==> src/rtl/cam_stream_emulator_pkg.sv <==
`default_nettype none
// +--------------------------------------------------------------------+
// | cam_pkg : sync codes and FSM state encoding shared with decoder    |
// | Revision: 1.0                                                      |
// +--------------------------------------------------------------------+
package cam_pkg;

  localparam logic [7:0] CODE_FS  = 8'hAA;
  localparam logic [7:0] CODE_LS  = 8'h2A;
  localparam logic [7:0] CODE_IMG = 8'h0D;
  localparam logic [7:0] CODE_LE  = 8'h4A;
  localparam logic [7:0] CODE_FE  = 8'hCA;

  localparam int NUM_LANES = 4;

  typedef enum logic [3:0] {
    ST_IDLE = 4'd0,
    ST_FS   = 4'd1,
    ST_LS   = 4'd2,
    ST_IMG  = 4'd3,
    ST_DGAP = 4'd4,
    ST_DATA = 4'd5,
    ST_LE   = 4'd6,
    ST_LGAP = 4'd7,
    ST_FE   = 4'd8,
    ST_FGAP = 4'd9
  } cam_state_e;

  // Non-code states map to zero so the sync line idles low.
  function automatic logic [7:0] code_for_state(input logic [3:0] st);
    case (st)
      ST_FS:   return CODE_FS;
      ST_LS:   return CODE_LS;
      ST_IMG:  return CODE_IMG;
      ST_LE:   return CODE_LE;
      ST_FE:   return CODE_FE;
      default: return 8'h00;
    endcase
  endfunction

endpackage
`default_nettype wire

==> src/rtl/cam_stream_emulator_if.sv <==
`default_nettype none
// +--------------------------------------------------------------------+
// | cam_stream_emulator_if : serial camera sync/data bus and status    |
// | Revision: 1.0                                                      |
// +--------------------------------------------------------------------+
interface cam_stream_emulator_if;

  logic       enable;
  logic       cam_sync;
  logic [3:0] cam_data;
  logic       frame_active;
  logic       frame_done;
  logic [7:0] frame_cnt;

  modport master (
    input  enable,
    output cam_sync, cam_data, frame_active, frame_done, frame_cnt
  );

  modport slave (
    output enable,
    input  cam_sync, cam_data, frame_active, frame_done, frame_cnt
  );

endinterface
`default_nettype wire

==> src/rtl/cam_stream_emulator_serializer.sv <==
`default_nettype none
// +--------------------------------------------------------------------+
// | cam_word_serializer : four 16-bit lanes shifted MSB first together |
// | Revision: 1.0                                                      |
// +--------------------------------------------------------------------+
module cam_word_serializer
  import cam_pkg::*;
(
  input  logic                             clk,
  input  logic                             reset_n,
  input  logic                             load_i,
  input  logic                             shift_i,
  input  logic [NUM_LANES-1:0][15:0]       words_i,
  output logic [NUM_LANES-1:0]             bits_o,
  output logic                             last_o
);

  logic [NUM_LANES-1:0][15:0] shreg_q, shreg_d;
  logic [3:0]                 cnt_q, cnt_d;

  always_comb begin
    shreg_d = shreg_q;
    cnt_d   = cnt_q;
    if (load_i) begin
      shreg_d = words_i;
      cnt_d   = 4'd0;
    end else if (shift_i) begin
      for (int k = 0; k < NUM_LANES; k++) begin
        shreg_d[k] = {shreg_q[k][14:0], 1'b0};
      end
      cnt_d = cnt_q + 4'd1;
    end
  end

  always_ff @(posedge clk) begin
    if (!reset_n) begin
      shreg_q <= '0;
      cnt_q   <= 4'd0;
    end else begin
      shreg_q <= shreg_d;
      cnt_q   <= cnt_d;
    end
  end

  for (genvar k = 0; k < NUM_LANES; k++) begin : g_msb
    assign bits_o[k] = shreg_q[k][15];
  end

  assign last_o = (cnt_q == 4'd15);

endmodule
`default_nettype wire

==> src/rtl/cam_stream_emulator.sv <==
`default_nettype none
// +--------------------------------------------------------------------+
// | cam_stream_emulator : synthetic camera frame source, serial output |
// | Revision: 1.0                                                      |
// +--------------------------------------------------------------------+
module cam_stream_emulator
  import cam_pkg::*;
#(
  parameter int LINES     = 4,
  parameter int WORDS     = 8,
  parameter int DATA_GAP  = 2,
  parameter int LINE_GAP  = 4,
  parameter int FRAME_GAP = 16
) (
  input  logic                  cam_out_clk,
  input  logic                  reset_n,
  cam_stream_emulator_if.master cam
);

  localparam logic [3:0] S_IDLE = ST_IDLE;
  localparam logic [3:0] S_FS   = ST_FS;
  localparam logic [3:0] S_LS   = ST_LS;
  localparam logic [3:0] S_IMG  = ST_IMG;
  localparam logic [3:0] S_DGAP = ST_DGAP;
  localparam logic [3:0] S_DATA = ST_DATA;
  localparam logic [3:0] S_LE   = ST_LE;
  localparam logic [3:0] S_LGAP = ST_LGAP;
  localparam logic [3:0] S_FE   = ST_FE;
  localparam logic [3:0] S_FGAP = ST_FGAP;

  localparam logic [5:0] LINE_LAST = 6'(LINES - 1);
  localparam logic [7:0] WORD_LAST = 8'(WORDS - 1);
  localparam logic [7:0] DGAP_LAST = 8'(DATA_GAP - 1);
  localparam logic [7:0] LGAP_LAST = 8'(LINE_GAP - 1);
  localparam logic [7:0] FGAP_LAST = 8'(FRAME_GAP - 1);

  logic [3:0] state_q, state_d;
  logic [2:0] bit_cnt_q, bit_cnt_d;
  logic [7:0] word_q, word_d;
  logic [5:0] line_q, line_d;
  logic [7:0] gap_q, gap_d;

  logic       cam_sync_q, cam_sync_d;
  logic [3:0] cam_data_q, cam_data_d;
  logic       frame_active_q, frame_active_d;
  logic       frame_done_q, frame_done_d;
  logic [7:0] frame_cnt_q, frame_cnt_d;

  logic                       ser_load;
  logic                       ser_shift;
  logic                       ser_last;
  logic [NUM_LANES-1:0]       ser_bits;
  logic [NUM_LANES-1:0][15:0] ser_words;
  logic [7:0]                 load_word;
  logic [7:0]                 code;
  logic                       code_last;

  always_ff @(posedge cam_out_clk) begin
    assert (LINES >= 1 && LINES <= 64 && WORDS >= 1 && WORDS <= 256 &&
            DATA_GAP >= 0 && DATA_GAP <= 15 && LINE_GAP >= 1 && LINE_GAP <= 255 &&
            FRAME_GAP >= 1 && FRAME_GAP <= 255)
      else $error("cam_stream_emulator: parameter out of range");
  end

  assign code_last = (bit_cnt_q == 3'd7);
  // Word loaded at DATA entry is word 0; inside DATA it is the next word.
  assign load_word = (state_q == S_DATA) ? word_q + 8'd1 : 8'd0;
  assign ser_shift = (state_q == S_DATA);

  for (genvar k = 0; k < NUM_LANES; k++) begin : g_lane
    assign ser_words[k] = {2'(k), line_q, load_word};
  end

  always_comb begin
    state_d   = state_q;
    bit_cnt_d = bit_cnt_q;
    word_d    = word_q;
    line_d    = line_q;
    gap_d     = gap_q;
    ser_load  = 1'b0;
    case (state_q)
      S_IDLE: begin
        if (cam.enable) begin
          state_d   = S_FS;
          bit_cnt_d = 3'd0;
          line_d    = 6'd0;
        end
      end
      S_FS, S_LS, S_LE, S_FE, S_IMG: begin
        bit_cnt_d = bit_cnt_q + 3'd1;
        gap_d     = 8'd0;
        if (code_last) begin
          case (state_q)
            S_FS:    state_d = S_LS;
            S_LS:    state_d = S_IMG;
            S_LE:    state_d = S_LGAP;
            S_FE:    state_d = S_FGAP;
            default: begin
              if (DATA_GAP == 0) begin
                state_d  = S_DATA;
                word_d   = 8'd0;
                ser_load = 1'b1;
              end else begin
                state_d = S_DGAP;
              end
            end
          endcase
        end
      end
      S_DGAP: begin
        gap_d = gap_q + 8'd1;
        if (gap_q == DGAP_LAST) begin
          state_d  = S_DATA;
          word_d   = 8'd0;
          ser_load = 1'b1;
        end
      end
      S_DATA: begin
        if (ser_last) begin
          if (word_q == WORD_LAST) begin
            state_d   = S_LE;
            bit_cnt_d = 3'd0;
          end else begin
            word_d   = word_q + 8'd1;
            ser_load = 1'b1;
          end
        end
      end
      S_LGAP: begin
        gap_d = gap_q + 8'd1;
        if (gap_q == LGAP_LAST) begin
          if (line_q == LINE_LAST) begin
            state_d = S_FE;
          end else begin
            state_d = S_LS;
            line_d  = line_q + 6'd1;
          end
        end
      end
      S_FGAP: begin
        gap_d = gap_q + 8'd1;
        if (gap_q == FGAP_LAST) begin
          state_d = cam.enable ? S_FS : S_IDLE;
          line_d  = 6'd0;
        end
      end
      default: state_d = S_IDLE;
    endcase
  end

  // Outputs are derived from the current state and registered, so every
  // output trails the FSM by exactly one cycle.
  always_comb begin
    code           = code_for_state(state_q);
    cam_sync_d     = code[~bit_cnt_q];
    cam_data_d     = (state_q == S_DATA) ? ser_bits : 4'h0;
    frame_active_d = (state_q != S_IDLE) && (state_q != S_FGAP);
    frame_done_d   = (state_q == S_FGAP) && (gap_q == 8'd0);
    frame_cnt_d    = frame_cnt_q + {7'd0, frame_done_d};
  end

  always_ff @(posedge cam_out_clk) begin
    if (!reset_n) begin
      state_q        <= S_IDLE;
      bit_cnt_q      <= 3'd0;
      word_q         <= 8'd0;
      line_q         <= 6'd0;
      gap_q          <= 8'd0;
      cam_sync_q     <= 1'b0;
      cam_data_q     <= 4'h0;
      frame_active_q <= 1'b0;
      frame_done_q   <= 1'b0;
      frame_cnt_q    <= 8'd0;
    end else begin
      state_q        <= state_d;
      bit_cnt_q      <= bit_cnt_d;
      word_q         <= word_d;
      line_q         <= line_d;
      gap_q          <= gap_d;
      cam_sync_q     <= cam_sync_d;
      cam_data_q     <= cam_data_d;
      frame_active_q <= frame_active_d;
      frame_done_q   <= frame_done_d;
      frame_cnt_q    <= frame_cnt_d;
    end
  end

  cam_word_serializer u_ser (
    .clk     (cam_out_clk),
    .reset_n (reset_n),
    .load_i  (ser_load),
    .shift_i (ser_shift),
    .words_i (ser_words),
    .bits_o  (ser_bits),
    .last_o  (ser_last)
  );

  assign cam.cam_sync     = cam_sync_q;
  assign cam.cam_data     = cam_data_q;
  assign cam.frame_active = frame_active_q;
  assign cam.frame_done   = frame_done_q;
  assign cam.frame_cnt    = frame_cnt_q;

endmodule
`default_nettype wire
==> src/flat_wrapper.sv <==
// flat-port wrapper written by rule: the top's interface ports become plain ports
module cam_stream_emulator_flat import cam_pkg::*;
#(
  parameter int LINES     = 4,
  parameter int WORDS     = 8,
  parameter int DATA_GAP  = 2,
  parameter int LINE_GAP  = 4,
  parameter int FRAME_GAP = 16
)
  (cam_out_clk, reset_n, cam_enable, cam_cam_sync, cam_cam_data, cam_frame_active, cam_frame_done, cam_frame_cnt);
  cam_stream_emulator_if cam_i ();
  input  logic cam_out_clk;
  input  logic reset_n;
  input wire logic [$bits(cam_i.enable)-1:0] cam_enable;
  output wire logic [$bits(cam_i.cam_sync)-1:0] cam_cam_sync;
  output wire logic [$bits(cam_i.cam_data)-1:0] cam_cam_data;
  output wire logic [$bits(cam_i.frame_active)-1:0] cam_frame_active;
  output wire logic [$bits(cam_i.frame_done)-1:0] cam_frame_done;
  output wire logic [$bits(cam_i.frame_cnt)-1:0] cam_frame_cnt;
  assign cam_i.enable = cam_enable;
  assign cam_cam_sync = cam_i.cam_sync;
  assign cam_cam_data = cam_i.cam_data;
  assign cam_frame_active = cam_i.frame_active;
  assign cam_frame_done = cam_i.frame_done;
  assign cam_frame_cnt = cam_i.frame_cnt;
  cam_stream_emulator #(.LINES(LINES), .WORDS(WORDS), .DATA_GAP(DATA_GAP), .LINE_GAP(LINE_GAP), .FRAME_GAP(FRAME_GAP)) u_core (.cam_out_clk(cam_out_clk), .reset_n(reset_n), .cam(cam_i));
endmodule
==> config.mk <==
export PLATFORM = sky130hd
export DESIGN_NAME = cam_stream_emulator_flat
export DESIGN_NICKNAME = d
export VERILOG_FILES = /design/src/rtl/cam_stream_emulator_pkg.sv /design/src/rtl/cam_stream_emulator_if.sv /design/src/rtl/cam_stream_emulator_serializer.sv /design/src/rtl/cam_stream_emulator.sv /design/src/flat_wrapper.sv
export SDC_FILE = /design/constraint.sdc
export NUM_CORES = 1
export LEC_CHECK = 0
export BUFFER_PORTS_ARGS = -buffer_cell sky130_fd_sc_hd__buf_2
export CAP_MARGIN = 10
export CORE_AREA = 2 2 83 85
export CTS_CLUSTER_SIZE = 12
export DETAILED_ROUTE_END_ITERATION = 8
export DIE_AREA = 0 0 85 87
export PLACE_DENSITY_LB_ADDON = 0.12
export SLEW_MARGIN = 10
export SYNTH_ARGS = -nofsm -noshare
export SYNTH_HDL_FRONTEND = slang
export SYNTH_SLANG_ARGS = --single-unit
==> constraint.sdc <==
create_clock -name cam_out_clk -period 3.2 [get_ports cam_out_clk]
set_clock_uncertainty 0.15 [all_clocks]
set_input_delay 0.16 -clock cam_out_clk [delete_from_list [all_inputs] [get_ports cam_out_clk]]
set_output_delay 0.16 -clock cam_out_clk [all_outputs]
set_load 0.01 [all_outputs]
==> out/metrics.yaml, run 1 <==
outcome: "finished, final reports clean"
drc: 0
timing.fmax_mhz: 378.1
period_share_pct: 82.64
ys.flop_type: "dfxtp_1"
cellLeakagePower_nw: 1.369
p_int_w: 0.001474
syn_inst: 383
slew_viol_final: 0
cts_made_buffers: 9
route.vias.total: 2783
chipHeight_um: 87
clkSinkCount: 68
combPwrFrac_pct: 16.2
endpoint_kind: "flip-flop"
worstSetupStartpointType: "flip-flop"
arrival_ns: 2.77
cts.reportedPaths.clkPinSlew_ns: 0.07
ys_top_cells_by_count: "dfxtp_1, nand2_1, nor2_1, a21oi_1, nand3_1"
core-area_mm2: 0.006569
grt_pass1_vias: 2470
cts_root_buffer: "clkbuf_8"
finalSetupTns_ns: 0
synthesis.nets: 396
nFillCells: 598
grt_max_degree: 40
crit_buf_inv: 1
synth_top_area_cell: "dfxtp_1"
rsz0062_at_grt: "no"
regArea_mm2: 0.001361
ys_types: 63
area_growth_pct: 10.98
ys_seq_area_share_pct: 41.20
fp.dieArea_mm2: 0.007395
slowest_stage: "or4b_1"
finish.net_count: 407
setup.worst_path.class: "flip-flop to flip-flop"
ys_seq_elements: 68
finalWirelength_um: 6914
grt-ovfl-total: 0
cts_setup_buffers: 0
crit_required_ns: 3.32
layoutNonFillerInstCount: 479
yosys_warnings: 0
async_flop_share_pct: 0
drive_gt1_share_pct: 12.78
tightestPinTransition_ns: 0.6735
tritoncts: "built"
worst_hold_slack_ns: 0.08696
cp_common_cell: "nor2_1"
finish.utilization_pct: 55.83
switching_power_w: 0.0005995
synth_area_leaders: "dfxtp_1, nand2_1, nor2_1"
first_iter_violations: 200
finalHoldViolCount: 0
ioPinCount: 18
worstSkewPairLatency_ns: 0.34
clockBufferDepth: 2
peakVddDrop_mv: 0.4618
path_delay_family: "simple AND/OR/NAND/NOR gates"
seqPwrFrac_pct: 45.9
worstPathMaxFanout: 20
drtPass1Iterations: 6
antenna_found_initial: 0
cts_hold_buf: 0
power.density_mw_per_mm2: 565.3
grt_usage_pct: 19.85
clockPowerShare_pct: 37.9
worstPathCellList: "inv_1, or4b_1, nor2_1, a222oi_1, nor2_1"
hold_class: "primary input to flip-flop"
synth-edff-count: 0
die_x_um: 85
ant_nets: 0
synth_top_area_share_pct: 41.20
netlist_area_mm2: 0.003304
synth.avg_cell_area_um2: 8.628
drt-vias-per-instance: 5.810
cts-htree-levels: 3
routedWlPerCell_um: 14.43
row_count: 30
yosys.cell_count.top_type: "dfxtp_1"
insertedDiodeCount: 0
setup_violations: 0
multi_input_area_mm2: 0.001828
grt_pass1_wl_um: 11830
placed_cells_incl_taps: 463
cts_resized: 0
max_stage_delay_ns: 0.77
fin_crit_ns: 2.645
dp_hpwl_um: 4752
relSlewSlack_pct: 55.04
switching_share_pct: 28.92
start_util_pct: 50.30
place_congestion: 0.7762
p_total_w: 0.002073
portBuffers: 17
cap_violations: 0
==> cells by family (layout without fill, tap and decap cells) <==
kind of cell	count (synthesis)	in the layout	synth area share, %
and+or+nand+nor	158	158	24.80
adders and majority gates	10	10	3.786
xor gates and xnor gates	16	16	4.241
DFF	68	68	41.20
buffers and inverters	29	45	3.938
AOI/OAI and AO/OA	96	96	20.18
muxes	6	6	1.855
==> flip-flops by register name (all words and copies together), names as in the netlist <==
signal	count
u_core.u_ser.shreg_q	16
u_core.cam.frame_cnt	8
u_core.gap_q	8
u_core.word_q	8
u_core.line_q	6
u_core.cam.cam_data	4
u_core.state_q	4
u_core.u_ser.bits_o	4
u_core.u_ser.cnt_q	4
u_core.bit_cnt_q	3
u_core.cam.cam_sync	1
u_core.cam.frame_active	1
u_core.cam.frame_done	1
==> per-layer routing <==
layer  wire length, µm  share of wire, %  GRT usage [%]
met5                 0                 0              0
met1              3381                49          26.62
met2              3230                47          31.53
met3               226               3.3          5.403
met4                75               1.1          5.628
==> area by class of cell <==
| cell class | instances | area share (%) |
|---|---|---|
| clock buffer | 10 | 3.753 |
| clock inverter | 6 | 2.388 |
| inverter | 6 | 0.6141 |
| multi-input combinational | 286 | 49.85 |
| sequential | 68 | 37.12 |
| tap | 80 | 2.729 |
| timing repair buffer | 23 | 3.548 |
==> cell usage in the layout (no fill, tap or decap), types with 8 or more instances in the layout <==
cell	Yosys	routed
o21ai_0	11	11
dfxtp_1	68	68
a21oi_1	26	26
and3_1	11	11
nor2_1	38	38
xor2_1	8	8
clkbuf_8	0	10
a31oi_1	10	10
nand2_1	42	42
ha_1	10	10
nand3_1	18	18
buf_2	5	17
xnor2_1	8	8
==> stage by stage <==
step / setup slack, ns / area, µm²
after floorplan: 1.009 / 3304
after global placement: 0.6706 / 3442
after detailed placement: 0.6289 / 3442
after CTS: 0.6128 / 3667
after global routing: 0.4050 / 3667
final: 0.5554 / 3667
==> final timing paths <==
path	startpoint	to	slack [ns]	cells after the start
worst max-delay path	u_core.state_q[0]	u_core.u_ser.shreg_q[12]	0.56	5
worst min register to register	u_core.u_ser.bits_o[1]	u_core.u_ser.bits_o[1]	0.31	2
worst min-delay path	cam_enable	u_core.state_q[0]	0.09	4
worst max register to register	u_core.state_q[0]	u_core.u_ser.shreg_q[12]	0.56	5
==> power by group through the flow <==
stage	sequential (W)	combinational, W	clock [W]
global route	0.000961	0.000377	0.000857
finish	0.000951	0.000336	0.000786
detailed placement	0.000970	0.000336	0
global placement	0.000969	0.000335	0
floorplan	0.000924	0.000291	0
CTS	0.000949	0.000336	0.000805
==> tightest hold or removal path, stage by stage <==
cell and delay [ns]:
buf_2 0.11, and2_1 0.12, o311ai_1 0.10, o41ai_2 0.06
Note: power is estimated with default switching activity, not from simulation.
==> inputs of run 2 (changes only) <==
==> constraint.sdc (replaced) <==
create_clock -name cam_out_clk -period 2.5 [get_ports cam_out_clk]
set_clock_uncertainty 0.15 [all_clocks]
set_input_delay 0.125 -clock cam_out_clk [delete_from_list [all_inputs] [get_ports cam_out_clk]]
set_output_delay 0.125 -clock cam_out_clk [all_outputs]
set_load 0.01 [all_outputs]
==> out/metrics.yaml, run 2 (synthesis gave the netlist of run 1 again) <==
outcome: "finished, final reports clean"
rsz0062_at_grt: "no"
reg2reg_from: "u_core.state_q[2]"
tightestPinTransition_ns: 0.5531
setup_violations: 0
cellLeakagePower_nw: 1.426
cap_violations: 0
place_congestion: 0.8027
grt_usage_pct: 20.24
insertedDiodeCount: 0
grt-ovfl-total: 0
relSlewSlack_pct: 62.97
cts-htree-levels: 3
grt_pass1_wl_um: 12050
clkSinkCount: 68
switching_power_w: 0.0007517
seqPwrFrac_pct: 46.2
drtPass1Iterations: 4
tritoncts: "built"
crit_required_ns: 2.58
switching_share_pct: 29.16
grt_pass1_vias: 2507
largest_reg_flops: 16
min_path_cells: 4
layout_common_cells: "dfxtp_1, nand2_1, nor2_1"
hold_class: "primary input to flip-flop"
first_iter_violations: 197
ioPinCount: 18
die_x_um: 85
row_count: 30
finalWirelength_um: 7243
rrSetupSlack_ns: 0.15
chipHeight_um: 87
min_from: "cam_enable"
finish.net_count: 419
area_growth_pct: 12.91
fp.dieArea_mm2: 0.007395
p_int_w: 0.001826
power.density_mw_per_mm2: 690.9
peakVddDrop_mv: 0.4847
route.vias.total: 2836
clockPowerShare_pct: 34.5
drc: 0
period_share_pct: 94.06
fin_crit_ns: 2.352
grt_max_degree: 40
setup.worst_path.class: "flip-flop to flip-flop"
drive_gt1_share_pct: 14.91
drt-vias-per-instance: 5.800
portBuffers: 17
worst_hold_slack_ns: 0.07732
dp_hpwl_um: 5045
ant_nets: 0
nFillCells: 631
routedWlPerCell_um: 14.81
cts_made_buffers: 9
cts_root_buffer: "clkbuf_8"
cts_setup_buffers: 0
top_register: "u_core.u_ser.shreg_q"
worstPathMaxFanout: 17
worstReg2RegEnd: "u_core.u_ser.shreg_q[2]"
slew_viol_final: 0
core-area_mm2: 0.006569
cts.reportedPaths.clkPinSlew_ns: 0.07
antenna_found_initial: 0
finalSetupTns_ns: 0
final_common_cell: "dfxtp_1"
worstSetupStartpointType: "flip-flop"
finalHoldViolCount: 0
combPwrFrac_pct: 19.3
clockBufferDepth: 2
endpoint_kind: "flip-flop"
reg2reg_depth: 6
timing.fmax_mhz: 425.2
whs_endpoint: "u_core.state_q[0]"
worstSkewPairLatency_ns: 0.34
arrival_ns: 2.44
start_util_pct: 50.30
run 2: repair_timing:
item	4_1_cts	5_1_grt
hold buffers	0	0
endpoints found under the setup margin	0	3
gates resized for setup	0	2
run 2: power groups by stage:
stage / Clock [W] / Sequential, W / Combinational [W]
after global routing: 0.000957 / 0.00120 / 0.000549
after floorplan: 0 / 0.00118 / 0.000372
after detailed placement: 0 / 0.00121 / 0.000493
final: 0.000890 / 0.00119 / 0.000498
after CTS: 0.000915 / 0.00119 / 0.000494
after global placement: 0 / 0.00121 / 0.000482
run 2: how the worst max path moves through the flow:
stage | slack, ns | startpoint | depth (start not counted) | endpoint
after global routing | 0.02 | u_core.state_q[2] | 6 | u_core.u_ser.shreg_q[2]
after CTS | 0.1 | u_core.gap_q[4] | 5 | u_core.line_q[5]
final | 0.15 | u_core.state_q[2] | 6 | u_core.u_ser.shreg_q[2]
after detailed placement | 0.11 | u_core.gap_q[4] | 5 | u_core.line_q[5]
after global placement | 0.17 | u_core.gap_q[4] | 5 | u_core.line_q[3]
after floorplan | 0.31 | u_core.word_q[3] | 7 | u_core.u_ser.shreg_q[11]
run 2: cell type report:
class	instances	area, µm²	share of cell area, %
repair buffers	35	220.2	5.902
inverters	6	22.52	0.6036
multi-input cells	286	1836	49.20
flip-flops and latches	68	1363	36.52
clock inverters	2	35.03	0.9390
clock buffers	12	155.1	4.158
well taps	80	100.1	2.683
run 2: metal layers:
metal	share of wire (%)	vias to the layer above	global-route usage (%)
met5	0	-	0
met4	0.76	0	5.772
met3	3.3	6	5.592
met2	47	37	33.03
met1	49	1338	26.35
li1	-	1455	-
run 2: worst max-delay path: stages, from the launching register on:
cell and delay, ns:
dfxtp_1 0.64, nor4bb_4 0.39, o211a_1 0.25, o21a_1 0.31, buf_4 0.23, mux2i_1 0.20, o21ai_1 0.07
run 2: stage by stage:
step | util, % | power [W] | cells | setup WS [ns] | instance area (µm²)
CTS | 56.67 | 0.002599 | 489 | 0.09936 | 3722
floorplan | - | 0.001555 | 383 | 0.3092 | 3304
global placement | 53.77 | 0.001693 | 475 | 0.1675 | 3532
global route | 56.80 | 0.002704 | 489 | 0.01694 | 3731
detailed placement | 53.77 | 0.001707 | 475 | 0.1148 | 3532
finish | 56.80 | 0.002578 | 489 | 0.1484 | 3731
